==> config.mk <==
export PLATFORM = sky130hd
export DESIGN_NAME = spi_cmd_rx
export DESIGN_NICKNAME = d
export VERILOG_FILES = /design/src/rtl/spi_cmd_pkg.sv /design/src/rtl/spi_edge_sync.sv /design/src/rtl/spi_cmd_rx.sv
export SDC_FILE = /design/constraint.sdc
export NUM_CORES = 1
export LEC_CHECK = 0
export ABC_AREA = 1
export BUFFER_PORTS_ARGS = -buffer_cell sky130_fd_sc_hd__buf_2
export CAP_MARGIN = 20
export CORE_MARGIN = 1.5
export CORE_UTILIZATION = 58
export CTS_BUF_LIST = sky130_fd_sc_hd__clkbuf_8 sky130_fd_sc_hd__clkbuf_16
export CTS_CLUSTER_DIAMETER = 120
export DETAILED_ROUTE_END_ITERATION = 6
export GPL_TIMING_DRIVEN = 1
export PLACE_DENSITY = 0.8
export SYNTH_ARGS = -nofsm -noshare
export SYNTH_HDL_FRONTEND = slang
export SYNTH_SLANG_ARGS = --single-unit
export TNS_END_PERCENT = 1
==> constraint.sdc <==
create_clock -name clk -period 2.8 [get_ports clk]
set_input_delay 0.28 -clock clk [delete_from_list [all_inputs] [get_ports clk]]
set_output_delay 0.28 -clock clk [all_outputs]
set_load 0.01 [all_outputs]
==> src/rtl/spi_cmd_pkg.sv <==
// Shared constants for the SPI command receiver: legal opcodes and FSM state encoding.
package spi_cmd_pkg;

  localparam logic [2:0] OP_WRITE = 3'b100;
  localparam logic [2:0] OP_ADD   = 3'b110;
  localparam logic [2:0] OP_CLEAR = 3'b010;

  localparam int         ST_W     = 2;
  localparam logic [1:0] ST_IDLE  = 2'd0;
  localparam logic [1:0] ST_SHIFT = 2'd1;
  localparam logic [1:0] ST_EXEC  = 2'd2;
  localparam logic [1:0] ST_WAIT  = 2'd3;

endpackage

==> src/rtl/spi_edge_sync.sv <==
// Multi-flop synchroniser for an asynchronous level, with one-clk rise/fall pulses
// derived from the synchronised level.
module spi_edge_sync #(
  parameter int   STAGES    = 2,
  parameter logic RESET_VAL = 1'b0
) (
  input  logic clk,
  input  logic rst,
  input  logic din,
  output logic sync_out,
  output logic rise,
  output logic fall
);

  logic [STAGES-1:0] chain;
  logic              prev;

  // Shift the raw input through the synchroniser and keep one extra copy for edge detection
  always_ff @(posedge clk or posedge rst) begin
    if (rst) begin
      chain <= {STAGES{RESET_VAL}};
      prev  <= RESET_VAL;
    end else begin
      chain <= {chain[STAGES-2:0], din};
      prev  <= chain[STAGES-1];
    end
  end

  assign sync_out = chain[STAGES-1];
  assign rise     = sync_out & ~prev;
  assign fall     = ~sync_out & prev;

endmodule

==> src/rtl/spi_cmd_rx.sv <==
// SPI command receiver: collects {op, addr, data} frames MSB first and applies
// WRITE / ADD / CLEAR to an addressed register bank, flagging illegal opcodes.
module spi_cmd_rx
  import spi_cmd_pkg::*;
#(
  parameter int OP_W        = 3,
  parameter int ADDR_W      = 2,
  parameter int DATA_W      = 8,
  parameter int SAMPLE_EDGE = 0,
  parameter int SYNC_STAGES = 2
) (
  input  logic                             clk,
  input  logic                             rst,
  input  logic                             sclk,
  input  logic                             ss,
  input  logic                             mosi,
  output logic [(2**ADDR_W)*DATA_W-1:0]    result,
  output logic                             upd_valid,
  output logic [ADDR_W-1:0]                upd_addr,
  output logic                             err,
  output logic                             busy
);

  localparam int NUM_REG = 2**ADDR_W;
  localparam int FRAME_W = OP_W + ADDR_W + DATA_W;
  localparam int CNT_W   = $clog2(FRAME_W + 1);

  localparam logic [CNT_W-1:0] FRAME_LAST = CNT_W'(FRAME_W - 1);
  localparam logic [OP_W-1:0]  OPC_WRITE  = OP_W'(OP_WRITE);
  localparam logic [OP_W-1:0]  OPC_ADD    = OP_W'(OP_ADD);
  localparam logic [OP_W-1:0]  OPC_CLEAR  = OP_W'(OP_CLEAR);

  logic                    sclk_level_unused;
  logic                    sclk_rise;
  logic                    sclk_fall;
  logic                    ss_s;
  logic                    ss_rise_unused;
  logic                    ss_fall;
  logic [SYNC_STAGES-1:0]  mosi_chain;
  logic                    mosi_s;
  logic                    strobe;

  logic [ST_W-1:0]         state;
  logic [CNT_W-1:0]        bit_cnt;
  logic [FRAME_W-1:0]      shreg;

  logic [OP_W-1:0]         op_f;
  logic [ADDR_W-1:0]       addr_f;
  logic [DATA_W-1:0]       data_f;
  logic [DATA_W-1:0]       reg_cur;
  logic [DATA_W-1:0]       reg_sum;

  spi_edge_sync #(
    .STAGES    (SYNC_STAGES),
    .RESET_VAL (1'b0)
  ) u_sclk_sync (
    .clk      (clk),
    .rst      (rst),
    .din      (sclk),
    .sync_out (sclk_level_unused),
    .rise     (sclk_rise),
    .fall     (sclk_fall)
  );

  // ss idles high, so the synchroniser resets to 1 to avoid a spurious frame start
  spi_edge_sync #(
    .STAGES    (SYNC_STAGES),
    .RESET_VAL (1'b1)
  ) u_ss_sync (
    .clk      (clk),
    .rst      (rst),
    .din      (ss),
    .sync_out (ss_s),
    .rise     (ss_rise_unused),
    .fall     (ss_fall)
  );

  // mosi only needs the level path, delayed to line up with the synced sclk
  always_ff @(posedge clk or posedge rst) begin
    if (rst) begin
      mosi_chain <= '0;
    end else begin
      mosi_chain <= {mosi_chain[SYNC_STAGES-2:0], mosi};
    end
  end

  assign mosi_s = mosi_chain[SYNC_STAGES-1];
  assign strobe = ((SAMPLE_EDGE != 0) ? sclk_rise : sclk_fall) & ~ss_s;

  // Frame FSM: wait for ss, shift in FRAME_W bits, execute once, then sit out the rest of the window
  always_ff @(posedge clk or posedge rst) begin
    if (rst) begin
      state   <= ST_IDLE;
      bit_cnt <= '0;
      shreg   <= '0;
    end else begin
      case (state)
        ST_IDLE: begin
          bit_cnt <= '0;
          if (ss_fall) begin
            state <= ST_SHIFT;
          end
        end
        ST_SHIFT: begin
          if (ss_s) begin
            state   <= ST_IDLE;
            bit_cnt <= '0;
          end else if (strobe) begin
            shreg   <= {shreg[FRAME_W-2:0], mosi_s};
            bit_cnt <= bit_cnt + CNT_W'(1);
            if (bit_cnt == FRAME_LAST) begin
              state <= ST_EXEC;
            end
          end
        end
        ST_EXEC: begin
          state <= ST_WAIT;
        end
        ST_WAIT: begin
          if (ss_s) begin
            state <= ST_IDLE;
          end
        end
        default: begin
          state <= ST_IDLE;
        end
      endcase
    end
  end

  assign op_f    = shreg[FRAME_W-1 -: OP_W];
  assign addr_f  = shreg[DATA_W +: ADDR_W];
  assign data_f  = shreg[DATA_W-1:0];
  assign reg_cur = result[addr_f*DATA_W +: DATA_W];
  assign reg_sum = reg_cur + data_f;

  // Decode the captured frame in ST_EXEC and commit to the addressed register, or flag an error
  always_ff @(posedge clk or posedge rst) begin
    if (rst) begin
      result    <= '0;
      upd_valid <= 1'b0;
      upd_addr  <= '0;
      err       <= 1'b0;
    end else begin
      upd_valid <= 1'b0;
      err       <= 1'b0;
      if (state == ST_EXEC) begin
        case (op_f)
          OPC_WRITE: begin
            result[addr_f*DATA_W +: DATA_W] <= data_f;
            upd_valid                       <= 1'b1;
            upd_addr                        <= addr_f;
          end
          OPC_ADD: begin
            result[addr_f*DATA_W +: DATA_W] <= reg_sum;
            upd_valid                       <= 1'b1;
            upd_addr                        <= addr_f;
          end
          OPC_CLEAR: begin
            result[addr_f*DATA_W +: DATA_W] <= '0;
            upd_valid                       <= 1'b1;
            upd_addr                        <= addr_f;
          end
          default: begin
            err <= 1'b1;
          end
        endcase
      end
    end
  end

  assign busy = (state != ST_IDLE);

endmodule

==> impl_metrics.tcl, run 1 <==
set metrics [dict create \
    status "complete, no violations" \
    drc 0 \
    p_leak_nw 2.10 \
    fin_cells 564 \
    grt_overflow_total 0 \
    post_cts_resized 0 \
    postCtsHoldBufs 0 \
    clock_sinks 63 \
    finalCritPeriodShare_pct 89.3 \
    final_hold_viol_count 0 \
    clkPwrFrac_pct 26.9 \
    wl_met1_um 4030 \
    syn_nets 456 \
    maxCapViolations 0 \
    dr.pass1.iters 4 \
    maxSlewViolCount 0 \
    seqPwrFrac_pct 36.1 \
    ys_ff_latch 63 \
    final_nets 506 \
    synth_area_per_cell_um2 7.76 \
    rsz0062_at_grt "no" \
    clk_pin_slew_ns 0.07 \
    start_util_pct 60.9 \
    async_flop_share_pct 100 \
    drive_gt1_share_pct 18.1 \
    route.vias.total 3114 \
    grt_pass1_wl_um 14200 \
    tightest_slew_ns 0.784 \
    io_pins 42 \
    p_switching_mw 1.24 \
    r2r_setup_slack_ns 0.30 \
    yosysWarnings 0 \
    antenna_found_initial 0 \
    max_freq_mhz 400 \
    num_rows 27 \
    cts.htree.levels 3 \
    period_minus_slack_ns 2.50 \
    portBuffers 41 \
    routabilityCongestion 0.954 \
    synthSimpleGateAreaFrac_pct 25.2 \
    cp_data_arrival_time_ns 2.78 \
    path_class "flip-flop to flip-flop" \
    maxUsedRoutingLayer "met4" \
    cp-startpoint "shreg[9]" \
    finClkSkew_ns 0.0177 \
    syn_area_um2 3390 \
    hp-class "input port to flip-flop" \
    synth-seq-area-share_pct 46.6 \
    reg2reg_from "shreg[9]" \
    relSlewSlack_pct 47.6 \
    yosys.area_share.adder_pct 5.39 \
    routed_via_density 5.52 \
    grt_max_degree 37 \
    synth_compound_area_share_pct 14.3 \
    cts.path.max_buffers 2 \
    die-width_um 79.5 \
    totalWireLength_um 8350 \
    swShare_pct 40.0 \
    worst_setup_path_start_kind "flip-flop" \
    seqCellArea_um2 1580 \
    comb_power_share_pct 37.1 \
    synth-xor-area-share_pct 0.516 \
    die-area_um2 6320 \
    cts-root-buf "clkbuf_8" \
    met3RoutedLength_um 732 \
    fillers 471 \
    die_h_um 79.5 \
    intPower_mw 1.86 \
    synth-edff-count 0 \
    num_antenna_cells 0 \
    synth_top_family_by_area "simple AND/OR/NAND/NOR gates" \
    cts_inserted_buffers 9 \
    powerDensity_nw_per_um2 793 \
    cts_tree "done" \
    dp_hpwl_um 6350 \
    synthMuxAreaShare_pct 0 \
    clkLatencyLatePin_ns 0.34 \
    setup_viol 0 \
    wl_per_cell_um 14.8 \
    r2r_cells 12 \
    endpoint_kind "flip-flop" \
    routed-wl-met2_um 3500 \
    drtAntennaViolNets 0 \
    dp_cells 548 \
    path_max_fanout 15 \
    drt_iter0_drc 338 \
    post_cts_buffers 0 \
    synth_ff_type "dfrtp_1" \
    track_usage_pct 29.4 \
    syn_inst 437 \
    ir_drop_uv 596 \
    syn2layout_area_growth_pct 15.2 \
    setup-tns-final_ns 0 \
    multi_input_area_um2 1540 \
    grt_pass1_vias 3006 \
    synth.distinct_cells 31 \
    utilization_pct 70.1 \
    required_ns 3.08 \
    core-area_um2 5570 \
]
[routing by layer]
layer,GRT usage (%),vias to the layer above
met4,8.42,0
met3,7.20,10
met2,44.1,109
met5,0,-
met1,42.4,1471
li1,-,1524
[power by group through the flow]
stage          clock [mW]  sequential [mW]  combinational (mW)
3_3_place_gp            0             1.13                1.10
3_5_place_dp            0             1.13                1.12
5_1_grt             0.875             1.14                1.30
2_1_floorplan           0             1.10               0.859
6_report            0.833             1.12                1.15
4_1_cts             0.844             1.12                1.13
[synth_stat cells (10+ instances only)]
library cell,count,area share [%]
a21oi_1,21,3.1
o22ai_1,10,1.8
nand3_1,22,3.2
nand2_1,128,14
nor2_1,27,3.0
o21ai_0,14,2.1
o21ai_1,25,3.7
inv_2,17,1.9
dfrtp_1,60,44
inv_1,47,5.2
ha_1,13,4.8
[cells by family after synthesis]
group	Yosys count
simple gates	201
compound gates	85
buf+inv	72
flops	63
fa+ha+maj	14
xor+xnor	2
[critical path: stages, from the launching register on]
cell and delay [ns]:
dfrtp_1 0.43, inv_2 0.23, o21ai_0 0.13, o22ai_1 0.12, ha_1 0.19, inv_1 0.06, fa_1 0.40, o21ai_1 0.22
xor2_1 0.34, nand2_1 0.07, o21ai_0 0.12, nand2_1 0.08, nand2_1 0.06
[metrics by stage]
step	setup slack [ns]	total power [mW]	hold WS (ns)	area [µm²]
after detailed placement	0.364	2.25	0.342	3700
after floorplan	0.346	1.96	0.284	3390
after global routing	0.000311	3.31	0.0272	3910
after global placement	0.421	2.23	0.332	3700
after CTS	0.333	3.09	0.0194	3910
final	0.300	3.10	0.0378	3910
[how the worst min path moves through the flow]
stage	from	endpoint	slack (ns)	cells after the start
after global routing	ss	u_ss_sync.chain[0]	0.03	1
final	ss	u_ss_sync.chain[0]	0.04	1
after CTS	ss	u_ss_sync.chain[0]	0.02	1
after floorplan	ss	u_ss_sync.chain[0]	0.28	0
after global placement	mosi_chain[0]	mosi_chain[1]	0.33	0
after detailed placement	mosi_chain[0]	mosi_chain[1]	0.34	0
[cell usage in the layout, fill, tap and decap left out, types with 6 or more instances in the layout]
master    netlist  final
a21oi_1        21     21
buf_2           1     41
buf_4           0      6
clkbuf_8        0      9
dfrtp_1        60     60
ha_1           13     13
inv_1          47     50
inv_2          17     18
nand2_1       128    128
nand3_1        22     22
nand4_1         6      6
nor2_1         27     27
nor3_1          7      7
o21ai_0        14     14
o21ai_1        25     25
o22ai_1        10     10
[cell type report]
| cell class | instances | area share, % |
|---|---|---|
| Multi-Input combinational cell | 302 | 39.4 |
| Clock inverter | 7 | 2.14 |
| Sequential cell | 63 | 40.4 |
| Inverter | 64 | 6.15 |
| Clock buffer | 9 | 3.17 |
| Timing Repair Buffer | 47 | 6.40 |
| Tap cell | 72 | 2.30 |
Power figures use the tool's default switching activity.
==> run 2: changes to the inputs <==
--- a/config.mk
+++ b/config.mk
@@ -9,12 +9,11 @@
 export BUFFER_PORTS_ARGS = -buffer_cell sky130_fd_sc_hd__buf_2
 export CAP_MARGIN = 20
 export CORE_MARGIN = 1.5
-export CORE_UTILIZATION = 58
+export CORE_UTILIZATION = 35
 export CTS_BUF_LIST = sky130_fd_sc_hd__clkbuf_8 sky130_fd_sc_hd__clkbuf_16
 export CTS_CLUSTER_DIAMETER = 120
 export DETAILED_ROUTE_END_ITERATION = 6
 export GPL_TIMING_DRIVEN = 1
-export PLACE_DENSITY = 0.8
 export SYNTH_ARGS = -nofsm -noshare
 export SYNTH_HDL_FRONTEND = slang
 export SYNTH_SLANG_ARGS = --single-unit
==> run 2 against run 1 <==
  * Global-route usage down 10 points
  * Clock-buffer cell count unchanged
  * Non-clock buffer count grew 1
  * Cell count is 10% higher
  * Largest cell class unchanged
==> impl_metrics.tcl, run 2 (same netlist as run 1, synthesis figures left out) <==
set metrics [dict create \
    status "complete, no violations" \
    cts_tree "done" \
    path_class "flip-flop to flip-flop" \
    cts.htree.levels 3 \
    portBuffers 41 \
    reg2reg_from "shreg[9]" \
    finalPower_mw 3.05 \
    rsz0062_at_grt "no" \
    p_leak_nw 2.09 \
    dr.pass1.iters 5 \
    track_usage_pct 19.1 \
    cp_data_arrival_time_ns 2.86 \
    max_freq_mhz 389 \
    setup-tns-final_ns 0 \
    grt_max_degree 35 \
    fillers 988 \
    io_pins 42 \
    hp-class "input port to asynchronous set/reset pin" \
    endpoint_kind "flip-flop" \
    routabilityCongestion 0.922 \
    grt_pass1_vias 2984 \
    totalWireLength_um 9020 \
    final_hold_viol_count 0 \
    seqCellArea_um2 1580 \
    final_nets 507 \
    dp_hpwl_um 6900 \
    maxCapViolations 0 \
    finalCritPeriodShare_pct 91.9 \
    setup_viol 0 \
    final_cell_mix "128 x nand2_1, 59 x dfrtp_1, 47 x inv_1" \
    start_util_pct 36.4 \
    cts-root-buf "clkbuf_8" \
    path_max_fanout 15 \
    drc 0 \
    finClkSkew_ns 0.0140 \
    drt_iter0_drc 242 \
    route.vias.total 3034 \
    core-area_um2 9330 \
    tightest_slew_ns 0.695 \
    clkLatencyLatePin_ns 0.36 \
    worst_setup_path_start_kind "flip-flop" \
    ir_drop_uv 305 \
    drtAntennaViolNets 0 \
    multi_input_area_um2 1540 \
    post_cts_buffers 0 \
    die_h_um 101 \
    required_ns 3.09 \
    num_antenna_cells 0 \
    cts.path.max_buffers 2 \
    antenna_found_initial 0 \
    r2r_setup_slack_ns 0.23 \
    grt_pass1_wl_um 14900 \
    routed_via_density 4.88 \
    drive_gt1_share_pct 19.1 \
    syn2layout_area_growth_pct 17.3 \
    die-area_um2 10300 \
    clk_pin_slew_ns 0.08 \
    r2r_cells 12 \
    num_rows 35 \
    die-width_um 101 \
    wl_per_cell_um 14.5 \
    cts_inserted_buffers 9 \
    clock_sinks 63 \
    period_minus_slack_ns 2.57 \
    grt_overflow_total 0 \
    relSlewSlack_pct 53.6 \
    powerDensity_nw_per_um2 768 \
    layout_commonest_cell "nand2_1" \
    maxSlewViolCount 0 \
]
==> run 2: worst max-delay path: stages, from the launching register on <==
cell and delay (ns):
dfrtp_1 0.49, inv_4 0.19, o21ai_0 0.12, o22ai_1 0.16, ha_1 0.20, inv_1 0.06, fa_1 0.41, o21ai_2 0.21
xor2_1 0.33, nand2_1 0.07, o21ai_0 0.12, nand2_1 0.08, nand2_1 0.07
==> run 2: area by class of cell <==
cell class | count | area share, %
multi-input combinational | 302 | 38.8
tap | 129 | 4.06
sequential | 63 | 39.7
clock buffer | 9 | 3.11
clock inverter | 7 | 1.64
inverter | 64 | 6.10
timing repair buffer | 48 | 6.54
==> run 2: worst max path at each step <==
| stage | start | to | slack [ns] | cells after the start |
|---|---|---|---|---|
| 6_report | shreg[9] | flip-flop | 0.23 | 12 |
| 5_1_grt | shreg[9] | flip-flop | 0.06 | 12 |
| 4_1_cts | shreg[9] | flip-flop | 0.16 | 12 |
| 3_5_place_dp | shreg[9] | flip-flop | 0.18 | 12 |
| 3_3_place_gp | shreg[9] | flip-flop | 0.23 | 12 |
| 2_1_floorplan | shreg[8] | flip-flop | 0.35 | 13 |
==> run 2: per-layer routing <==
| layer | routed length [µm] | GRT usage [%] | up-vias |
|---|---|---|---|
| met2 | 4180 | 30.1 | 88 |
| met1 | 4160 | 25.7 | 1417 |
| met3 | 511 | 4.90 | 12 |
| met5 | 0 | 0 | - |
| li1 | - | - | 1517 |
| met4 | 175 | 6.30 | 0 |
==> run 2: stage by stage <==
stage / area, µm² / util, % / cells / setup slack (ns) / hold slack (ns)
2_1_floorplan: 3390 / - / 437 / 0.346 / 0.284
3_3_place_gp: 3770 / 40.4 / 605 / 0.231 / 0.334
4_1_cts: 3960 / 42.5 / 621 / 0.155 / 0.0110
5_1_grt: 3980 / 42.7 / 622 / 0.0571 / 0.0108
3_5_place_dp: 3770 / 40.4 / 605 / 0.182 / 0.336
6_report: 3980 / 42.7 / 622 / 0.228 / 0.0298
==> run 2: where the power goes <==
group / internal (mW) / switching (mW) / leakage [nW]
Clock: 0.404 / 0.374 / 0.100
Sequential: 1.01 / 0.125 / 0.840
Combinational: 0.361 / 0.780 / 1.15
Total: 1.77 / 1.28 / 2.09
==> run 2: what timing repair did <==
| item | in CTS | in global routing |
|---|---|---|
| gates resized for setup | 0 | 3 |
| hold buffers | 0 | 1 |
| endpoints found under the setup margin | 0 | 8 |
| endpoints found under the hold margin | 0 | 1 |
